$ cat src/rtl/mem_arb_pkg.sv
// rtl/mem_arb_pkg.sv - shared types and constants for the two-requester memory arbiter
package mem_arb_pkg;

    typedef enum logic [1:0] {
        IDLE,
        ACCESS,
        WAIT,
        RESP
    } arb_state_t;

    localparam int N_REQ = 2;

    localparam logic REQ_CPU = 1'b0;
    localparam logic REQ_DBG = 1'b1;

endpackage

$ cat src/rtl/rr_arbiter.sv
// rtl/rr_arbiter.sv - combinational 2-way round-robin grant
module rr_arbiter
    import mem_arb_pkg::*;
(
    input  logic [N_REQ-1:0] valid,
    input  logic             last_grant,
    output logic [N_REQ-1:0] grant
);

    // On a tie the requester that did not win last time is granted.
    always_comb begin
        grant = valid;
        if (valid[REQ_CPU] && valid[REQ_DBG]) begin
            grant = (last_grant == REQ_DBG) ? 2'b01 : 2'b10;
        end
    end

endmodule

$ cat src/rtl/mem_arbiter.sv
// rtl/mem_arbiter.sv - round-robin arbiter and access sequencer for a synchronous-read memory
module mem_arbiter
    import mem_arb_pkg::*;
#(
    parameter int DATA_LENGTH = 32,
    parameter int MEM_LENGTH  = 32,
    parameter int ADDR_W      = $clog2(MEM_LENGTH)
) (
    input  logic                   clk,
    input  logic                   rst,

    input  logic                   req_valid_0,
    output logic                   req_ready_0,
    input  logic                   req_we_0,
    input  logic [ADDR_W-1:0]      req_addr_0,
    input  logic [DATA_LENGTH-1:0] req_wdata_0,
    output logic                   rsp_valid_0,
    output logic [DATA_LENGTH-1:0] rsp_rdata_0,

    input  logic                   req_valid_1,
    output logic                   req_ready_1,
    input  logic                   req_we_1,
    input  logic [ADDR_W-1:0]      req_addr_1,
    input  logic [DATA_LENGTH-1:0] req_wdata_1,
    output logic                   rsp_valid_1,
    output logic [DATA_LENGTH-1:0] rsp_rdata_1,

    output logic [ADDR_W-1:0]      mem_addr,
    output logic [DATA_LENGTH-1:0] mem_wdata,
    output logic                   mem_we,
    input  logic [DATA_LENGTH-1:0] mem_rdata,

    output logic                   busy,
    output logic                   grant_id
);

    arb_state_t                         state_q, state_d;
    logic                               last_grant_q, last_grant_d;
    logic                               owner_q, owner_d;
    logic                               we_q, we_d;
    logic [ADDR_W-1:0]                  mem_addr_q, mem_addr_d;
    logic [DATA_LENGTH-1:0]             mem_wdata_q, mem_wdata_d;
    logic                               mem_we_q, mem_we_d;
    logic [N_REQ-1:0]                   rsp_valid_q, rsp_valid_d;
    logic [N_REQ-1:0][DATA_LENGTH-1:0]  rsp_rdata_q, rsp_rdata_d;

    logic [N_REQ-1:0] grant;
    logic [N_REQ-1:0] req_ready;
    logic             sel;

    rr_arbiter u_rr (
        .valid      ({req_valid_1, req_valid_0}),
        .last_grant (last_grant_q),
        .grant      (grant)
    );

    // Requests are only accepted in IDLE; held off entirely while reset is high.
    assign req_ready = (state_q == IDLE && !rst) ? grant : '0;
    assign sel       = req_ready[REQ_DBG];

    // Next-state logic: latch the winning request, pulse the write, capture read data at end of WAIT.
    always_comb begin
        state_d      = state_q;
        last_grant_d = last_grant_q;
        owner_d      = owner_q;
        we_d         = we_q;
        mem_addr_d   = mem_addr_q;
        mem_wdata_d  = mem_wdata_q;
        mem_we_d     = 1'b0;
        rsp_valid_d  = '0;
        rsp_rdata_d  = rsp_rdata_q;

        case (state_q)
            IDLE: begin
                if (|req_ready) begin
                    owner_d      = sel;
                    last_grant_d = sel;
                    we_d         = sel ? req_we_1    : req_we_0;
                    mem_addr_d   = sel ? req_addr_1  : req_addr_0;
                    mem_wdata_d  = sel ? req_wdata_1 : req_wdata_0;
                    mem_we_d     = sel ? req_we_1    : req_we_0;
                    state_d      = ACCESS;
                end
            end
            ACCESS: begin
                state_d = WAIT;
            end
            WAIT: begin
                rsp_rdata_d[owner_q] = we_q ? '0 : mem_rdata;
                rsp_valid_d[owner_q] = 1'b1;
                state_d              = RESP;
            end
            RESP: begin
                state_d = IDLE;
            end
            default: begin
                state_d = IDLE;
            end
        endcase
    end

    // State and registered outputs; reset drops any in-flight transaction and clears mem_we at once.
    always_ff @(posedge clk or posedge rst) begin
        if (rst) begin
            state_q      <= IDLE;
            last_grant_q <= REQ_DBG;
            owner_q      <= REQ_CPU;
            we_q         <= 1'b0;
            mem_addr_q   <= '0;
            mem_wdata_q  <= '0;
            mem_we_q     <= 1'b0;
            rsp_valid_q  <= '0;
            rsp_rdata_q  <= '0;
        end else begin
            state_q      <= state_d;
            last_grant_q <= last_grant_d;
            owner_q      <= owner_d;
            we_q         <= we_d;
            mem_addr_q   <= mem_addr_d;
            mem_wdata_q  <= mem_wdata_d;
            mem_we_q     <= mem_we_d;
            rsp_valid_q  <= rsp_valid_d;
            rsp_rdata_q  <= rsp_rdata_d;
        end
    end

    assign req_ready_0 = req_ready[REQ_CPU];
    assign req_ready_1 = req_ready[REQ_DBG];
    assign rsp_valid_0 = rsp_valid_q[REQ_CPU];
    assign rsp_valid_1 = rsp_valid_q[REQ_DBG];
    assign rsp_rdata_0 = rsp_rdata_q[REQ_CPU];
    assign rsp_rdata_1 = rsp_rdata_q[REQ_DBG];
    assign mem_addr    = mem_addr_q;
    assign mem_wdata   = mem_wdata_q;
    assign mem_we      = mem_we_q;
    assign busy        = (state_q != IDLE);
    assign grant_id    = owner_q;

endmodule

$ cat config.mk
export PLATFORM = sky130hd
export DESIGN_NAME = mem_arbiter
export DESIGN_NICKNAME = d
export VERILOG_FILES = /design/src/rtl/mem_arb_pkg.sv /design/src/rtl/rr_arbiter.sv /design/src/rtl/mem_arbiter.sv
export SDC_FILE = /design/constraint.sdc
export NUM_CORES = 1
export LEC_CHECK = 0
export BUFFER_PORTS_ARGS = -buffer_cell sky130_fd_sc_hd__buf_4
export CORE_ASPECT_RATIO = 1.75
export CORE_UTILIZATION = 51
export CTS_CLUSTER_SIZE = 25
export DETAILED_ROUTE_END_ITERATION = 10
export GPL_ROUTABILITY_DRIVEN = 0
export PLACE_DENSITY = 0.94
export SKIP_CTS_REPAIR_TIMING = 1
export SYNTH_ARGS = -nofsm -noshare
export SYNTH_HDL_FRONTEND = slang
export SYNTH_HIERARCHICAL = 1
export SYNTH_SLANG_ARGS = --single-unit
$ cat constraint.sdc
create_clock -name clk -period 8.5 [get_ports clk]
set_clock_uncertainty 0.05 [all_clocks]
set_input_delay 1.7 -clock clk [delete_from_list [all_inputs] [get_ports clk]]
set_output_delay 1.7 -clock clk [all_outputs]
set_load 0.1 [all_outputs]
======== Word-level counts from Yosys, hierarchy flattened ========
Cells that the tools add are included.
word-level totals
  bits in registers ....................... 109
  bits of input ports ..................... 112
  output and inout port bits .............. 108
  logic and storage cells ................. 41
cells by class
  order comparisons ....................... 2
  equality and inequality tests ........... 4
  muxes and demuxes ....................... 17
  reduce and logical (&&, ||, !) cells .... 8
operator list
  cell                  number
  $mux W32              3
  $bwmux W64            1
  $demux W32 S1         1
  $mux W2               5
  $pmux W2 S4           1
  $mux W5               1
  $eq A2 B2 Y1 const B  2
  $mux W1               4
  $logic_and A1 B1 Y1   3
  $eq A2 B1 Y1 const B  1
  $logic_not A2 Y1      1
  $lt A1 B2 Y1 const B  1
  $ne A2 B1 Y1 const B  1
  $reduce_and A2 Y1     1
  $reduce_bool A2 Y1    1
  $reduce_or A2 Y1      1
  $demux W1 S1          1
  $ge A1 B1 Y1 const B  1
  $logic_not A1 Y1      1

======== Longest topological paths before layout ========
Gate-level depths: netlist (run 1).
  depth after elaboration ................. 6
  depth in mapped cells ................... 8
  gate-level depth less buffers ........... 5

======== Modules after synthesis ========
The synthesis (run 1) kept the hierarchy.
modules (own cells, without submodules)
  module       instances  cells each  area each (sq um)  seq. area each (sq um)
  mem_arbiter  1          481         4929.7             2728.9
  rr_arbiter   1          3           18.8               0.0

======== Least setup slack after synthesis (run 1) ========
No wires, ideal clock.
  path kind ............................... in2out
  from .................................... in req_valid_0
  to ...................................... out req_ready_0
  arrival ................................. 2.928 ns
  required time ........................... 6.750 ns
  setup slack ............................. 3.822 ns
  cell stages on the path ................. 5
  path buffers ............................ 2
  cells stage by stage .................... a21boi_1 clkbuf_1 buf_2 nand2_1 inv_1
between the ends
  cells in the longest elaborated chain, start to end .. 3
RTL lines
  element              RTL line           RTL
  start: declaration   mem_arbiter.sv:12  input logic req_valid_0,
  $logic_and A1 B1 Y1  rr_arbiter.sv:13   if (valid[REQ_CPU] && valid[REQ_DBG]) begin
  $mux W2 (*)          rr_arbiter.sv:13
  $mux W2 (*)          mem_arbiter.sv:58  assign req_ready = (state_q == IDLE && !rst) ? grant : '0;
  end: declaration     mem_arbiter.sv:13  output logic req_ready_0,
Mark *: on every way between the ends. The rest lies on a longest branch, timed or not.

======== Final worst setup path (run 1) ========
  from .................................... in req_valid_0
  to ...................................... out req_ready_1
between the ends
  cells in the longest elaborated chain, start to end .. 3
RTL lines
  element              RTL line           RTL
  $logic_and A1 B1 Y1  rr_arbiter.sv:13
  $mux W2              rr_arbiter.sv:13
  named net grant[1]   mem_arbiter.sv:47  logic [N_REQ-1:0] grant;
  $mux W2              mem_arbiter.sv:58
  end: declaration     mem_arbiter.sv:21  output logic req_ready_1,
The timed path passes the listed nets, and every way through them passes these cells.

==> results of run 1 <==
-- worst reg2reg max path, delay by kind of cell (launching register included) --
kind / cells / cell delay (ps)
AOI/OAI and AO/OA: 2 / 1160
and+or+nand+nor: 1 / 570
DFF: 1 / 400
-- layout make-up --
type / count / area (um2)
clock buffers: 10 / 239
clock inverters: 5 / 60.1
fillers: 666 / 2580
inverters: 8 / 32.5
multi-input cells: 322 / 2000
flip-flops and latches: 109 / 2730
well taps: 122 / 153
repair buffers: 223 / 1670
-- stage by stage --
stage | hold slack (ps) | worst slack (ps) | utilization, % | cell area, um2
after floorplan | 435 | 3720 | - | 4950
after global placement | 414 | 3130 | 69.6 | 6590
final | 433 | 3030 | 72.8 | 6890
after detailed placement | 423 | 3050 | 69.6 | 6590
after global routing | 462 | 2900 | 72.8 | 6890
after CTS | 439 | 3050 | 72.8 | 6890
-- cells in the final DEF (no fill, tap or decap), types with 2 or more instances in the layout --
cell,instances
buf_4,223
ha_1,2
o2bb2ai_1,8
a221o_1,29
o21ai_0,39
and3b_1,8
a21o_1,3
inv_1,7
a21boi_4,2
nand4b_1,29
nand2b_1,62
o21ai_1,25
nand2_1,67
a21oi_1,38
clkbuf_16,9
dfrtp_1,108
-- state kept, by name, summed over array words and instances (netlist names) --
signal / flops
state_q: 2
last_grant_q: 1
we_q: 1
rsp_rdata_0: 32
mem_addr: 5
rsp_valid_q: 2
grant_id: 1
rsp_rdata_1: 32
mem_we: 1
mem_wdata: 32
-- worst max-delay path by stage --
stage	endpoint	slack [ps]	cells after the start
floorplan	grant_id$_DFFE_PP0P_	3720	2
detailed placement	req_ready_1	3050	4
global placement	req_ready_1	3130	4
finish	req_ready_1	3030	4
CTS	req_ready_1	3050	4
global route	req_ready_1	2900	4
-- routing by layer --
metal / global-route usage [%] / vias up / share of wire [%]
li1: - / 2090 / -
met2: 45.7 / 222 / 52
met1: 31.5 / 2172 / 38
met3: 5.19 / 28 / 6.7
met4: 11.0 / 0 / 2.8
met5: 0 / - / 0
-- kinds of logic (layout without fill, tap and decap cells) --
family | after synthesis | after routing | synth area share (%)
simple gates | 172 | 172 | 20.4
compound gates | 147 | 147 | 18.8
flops | 109 | 109 | 55.1
buf+inv | 53 | 246 | 4.96
fa+ha+maj | 2 | 2 | 0.506
mux | 1 | 1 | 0.228
==> run_results.csv, run 1 <==
group,metric,value,unit
sta,hold_viol,0,
setup_path,slowest_stage,"a21boi_4",
logic_synthesis,synth_top_area_share,54.6,%
logic_synthesis,ys.flop_type,"dfrtp_1",
layout,drive_gt1_share,36.5,%
logic_synthesis,synth.most_common_cell,"dfrtp_1",
logic_synthesis,syn_nets,598,
die,die_h,132,um
placed_design,io_buffer_count,219,
clock_tree,insertion_delay,330,ps
clock_tree,clk_path_buf_depth,2,
global_routing,grt_overflow,0,
die,rows,47,
setup_path,crit_start,"req_valid_0",
logic_synthesis,synth_warnings,6,
sta,min_period_over_period,64.3,%
setup_path,cp.arrival,3720,ps
placed_design,place_inst,784,
logic_synthesis,synth_area_leaders,"dfrtp_1 (55%), nand2b_1 (8.0%), a221o_1 (5.9%), nand2_1 (5.2%), nand4b_1 (5.1%)",
drt,wl_per_cell,16.5,um
layout,final_cell_count_no_fill,799,
worst_hold_path,hold_path_class,"reg -> reg",
worst_hold_path,hold_path.startpoint,"rsp_rdata_0[13]$_DFFE_PP0P_",
worst_hold_path,whs_endpoint,"rsp_rdata_0[13]$_DFFE_PP0P_",
logic_synthesis,syn_area,4950,um2
logic_synthesis,synth_cells,484,
clock_tree,numCtsBuffers,9,
logic_synthesis,synth_edf_count,0,
drt,routed_wl,13200,um
die,initial_core_util,52.3,%
drt,drt_pass1_iterations,8,
sta,fmax,0.183,GHz
sta,rsz0062_at_grt,"no",
logic_synthesis,yosysSeqAreaShare,55.1,%
sta,setup_violations,0,
logic_synthesis,synthTopCellsByCount,"dfrtp_1 (108), nand2_1 (68), nand2b_1 (63)",
die,die_x,76.5,um
global_routing,grt_usage,26.3,%
setup_path,path_buf_inv,2,
setup_path,start_kind,"primary input",
sta,min_period,5470,ps
layout,area_growth,39.2,%
setup_path,reg2reg_depth,3,
die,die_area,10100,um2
drt,dr_total_vias,4512,
global_routing,grt_start_max_net_pins,72,
flow_run,drv_cap,0,
setup_path,required,6750,ps
setup_path,rrSetupSlack,6270,ps
setup_path,cp_top_family,"compound AO/OA/AOI/OAI gates",
drt,remaining_drc_errors,0,
die,core,9470,um2
layout,n_antenna_cell,0,
setup_path,cp-end-kind,"output port",
logic_synthesis,yosys_register_bits,109,
global_routing,antenna_found_initial,0,
setup_path,crit_chain,"buf_4 > a21boi_4 > and2_4 > buf_4",
drt,ant_nets,0,
clock_tree,clockRootBuffer,"clkbuf_16",
die,io_pins,220,
logic_synthesis,synth_cell_types,28,
clock_tree,cts.sinks,109,
drt,first_iter_violations,213,
global_routing,grt_pass1_vias,4438,
sta,max_slew_margin,18.2,%
drt,vias_per_cell,5.65,
sta,slew_viol_final,0,
global_routing,grt_pass1_wl,21200,um
logic_synthesis,syn_avg_cell_area,10.2,um2
setup_path,cp_max_fo,50,
setup_path,timing.rr.start,"last_grant_q$_DFFE_PP1P_",
outcome,status,"completed",
sta,setup_tns,0,ps
placed_design,place_hpwl,9610,um
clock_tree,cts.clk_slew.worst_paths,60,ps
setup_path,worst_path_most_repeated_cell,"buf_4",
layout,finalNetCount,787,
setup_path,crit_type,"in -> out",
logic_synthesis,synth_top_area_cell,"dfrtp_1",
setup_path,r2r_end,"mem_wdata[25]$_DFFE_PP0P_",
setup_path,critical_path.max_stage_delay,940,ps
worst_hold_path,worst_hold_path.num_cells,2,
clock_tree,cts_tree,"done",
sta,worst_slew_pin_slew,1220,ps
logic_synthesis,async_flop_share,100,%
clock_tree,cts_max_level,3,
Power of run 1 is left out: the tool's default activity adds up to more than one toggle a clock period on the data nets, which glitch-free logic cannot reach.
==> run 2: changes to the inputs <==
--- a/config.mk
+++ b/config.mk
@@ -7,11 +7,11 @@
 export LEC_CHECK = 0
 export BUFFER_PORTS_ARGS = -buffer_cell sky130_fd_sc_hd__buf_4
 export CORE_ASPECT_RATIO = 1.75
-export CORE_UTILIZATION = 51
+export CORE_UTILIZATION = 43
 export CTS_CLUSTER_SIZE = 25
 export DETAILED_ROUTE_END_ITERATION = 10
 export GPL_ROUTABILITY_DRIVEN = 0
-export PLACE_DENSITY = 0.94
+export PLACE_DENSITY = 0.86
 export SKIP_CTS_REPAIR_TIMING = 1
 export SYNTH_ARGS = -nofsm -noshare
 export SYNTH_HDL_FRONTEND = slang
==> constraint.sdc (replaced) <==
create_clock -name clk -period 4.5 [get_ports clk]
set_clock_uncertainty 0.05 [all_clocks]
set_input_delay 0.9 -clock clk [delete_from_list [all_inputs] [get_ports clk]]
set_output_delay 0.9 -clock clk [all_outputs]
set_load 0.1 [all_outputs]
==> run 2 against run 1 <==
- final area up 0.20%
- sequential cell count unchanged
- register-to-register slack worse by 3900 ps
- hold slack worse by 1.8 ps
- first-iteration DRC count down 20%
- critical endpoint unchanged
- highest routed layer unchanged
==> run_results.csv, run 2 (synthesis results as in run 1) <==
group,metric,value,unit
setup_path,required,3550,ps
clock_tree,numCtsBuffers,9,
global_routing,antenna_found_initial,0,
drt,remaining_drc_errors,0,
placed_design,place_hpwl,9600,um
setup_path,cp.arrival,2300,ps
sta,setup_violations,0,
setup_path,crit_type,"reg -> out",
layout,fillCellCount,913,
outcome,status,"completed",
drt,wl_per_cell,16.3,um
clock_tree,cts.clk_slew.worst_paths,70,ps
clock_tree,cts_max_level,3,
setup_path,cp_max_fo,35,
drt,routed_wl,13200,um
global_routing,grt_pass1_vias,4238,
setup_path,start_kind,"register",
sta,min_period,3250,ps
die,initial_core_util,44.3,%
global_routing,grt_start_max_net_pins,86,
layout,drive_gt1_share,36.7,%
sta,setup_tns,0,ps
drt,dr_total_vias,4393,
flow_run,drv_cap,0,
placed_design,place_inst,795,
global_routing,grt_usage,21.8,%
layout,postLayoutCoreUtil,61.8,%
worst_hold_path,hold_path_class,"reg -> reg",
sta,fmax,0.308,GHz
layout,finalNetCount,788,
die,core,11200,um2
sta,min_period_over_period,72.1,%
layout,multi_input_area,2000,um2
setup_path,crit_start,"state_q[0]$_DFFE_PP0P_",
layout,mostFrequentLayoutCells,"buf_4 (224), dfrtp_1 (108), nand2_1 (67), nand2b_1 (62), o21ai_0 (39)",
setup_path,timing.rr.start,"state_q[0]$_DFFE_PP0P_",
clock_tree,cts.sinks,109,
die,die_h,144,um
die,io_pins,220,
sta,slew_viol_final,0,
setup_path,cp-end-kind,"output port",
sta,rsz0062_at_grt,"no",
die,die_area,12000,um2
sta,worst_slew_pin_slew,1140,ps
sta,max_slew_margin,23.7,%
layout,final_cell_count_no_fill,811,
global_routing,grt_pass1_wl,21000,um
worst_hold_path,hold_path.startpoint,"rsp_rdata_1[1]$_DFFE_PP0P_",
global_routing,grt_overflow,0,
clock_tree,clockRootBuffer,"clkbuf_16",
layout,seq_area,2730,um2
sta,hold_viol,0,
layout,area_growth,39.5,%
drt,vias_per_cell,5.42,
drt,first_iter_violations,171,
clock_tree,clk_path_buf_depth,2,
clock_tree,insertion_delay,330,ps
placed_design,io_buffer_count,219,
die,rows,51,
layout,layout_commonest_cell,"buf_4",
die,die_x,83.1,um
layout,n_antenna_cell,0,
drt,ant_nets,0,
clock_tree,cts_tree,"done",
drt,drt_pass1_iterations,4,
[run 2: cell count changes in the layout (fill, tap and decap cells not counted)]
| cell | change |
|---|---|
| clkinvlp_4 | -1 |
| bufinv_16 | -1 |
| buf_4 | +1 |
| inv_8 | +2 |
| clkinv_4 | +1 |
[run 2: area by class of cell]
type | count | share of cell area (%)
flip-flops and latches | 109 | 39.5
multi-input cells | 322 | 29.0
repair buffers | 224 | 24.4
clock buffers | 10 | 3.46
well taps | 132 | 2.39
clock inverters | 6 | 0.779
inverters | 8 | 0.471
[run 2: final timing paths]
kind                       cells past startpoint  slack (ps)                         end
max reg2reg                                    6        2340   mem_wdata[25]$_DFFE_PP0P_
min in group asynchronous                      2         910     mem_addr[1]$_DFFE_PP0P_
max                                            6        1250                 req_ready_1
max in group asynchronous                      3        2570  rsp_rdata_0[1]$_DFFE_PP0P_
min                                            2         430  rsp_rdata_1[1]$_DFFE_PP0P_
min reg2reg                                    2         430  rsp_rdata_1[1]$_DFFE_PP0P_
[run 2: per-stage QoR]
stage                     hold slack [ps]  setup slack [ps]  cell area [um2]
final                                 431              1250             6900
after global routing                  456              1120             6900
after CTS                             437              1240             6900
after detailed placement              421              1510             6610
after global placement                415              1560             6610
after floorplan                       435               516             4950
[run 2: worst max-delay path, cell delays in order (launching register included)]
cell and delay, ps:
dfrtp_1 360, inv_1 100, ha_1 150, buf_4 320, nor2b_4 250, and2_4 390, buf_4 360
[run 2: routing by layer]
layer  part of all wire [%]  vias up  GRT usage (%)
met3                    7.2       20           5.80
met1                     38     2089           25.4
met5                      0        -              0
met2                     52      200           38.7
li1                       -     2084              -
met4                    2.0        0           7.44
Power of run 2 is left out for the same reason.
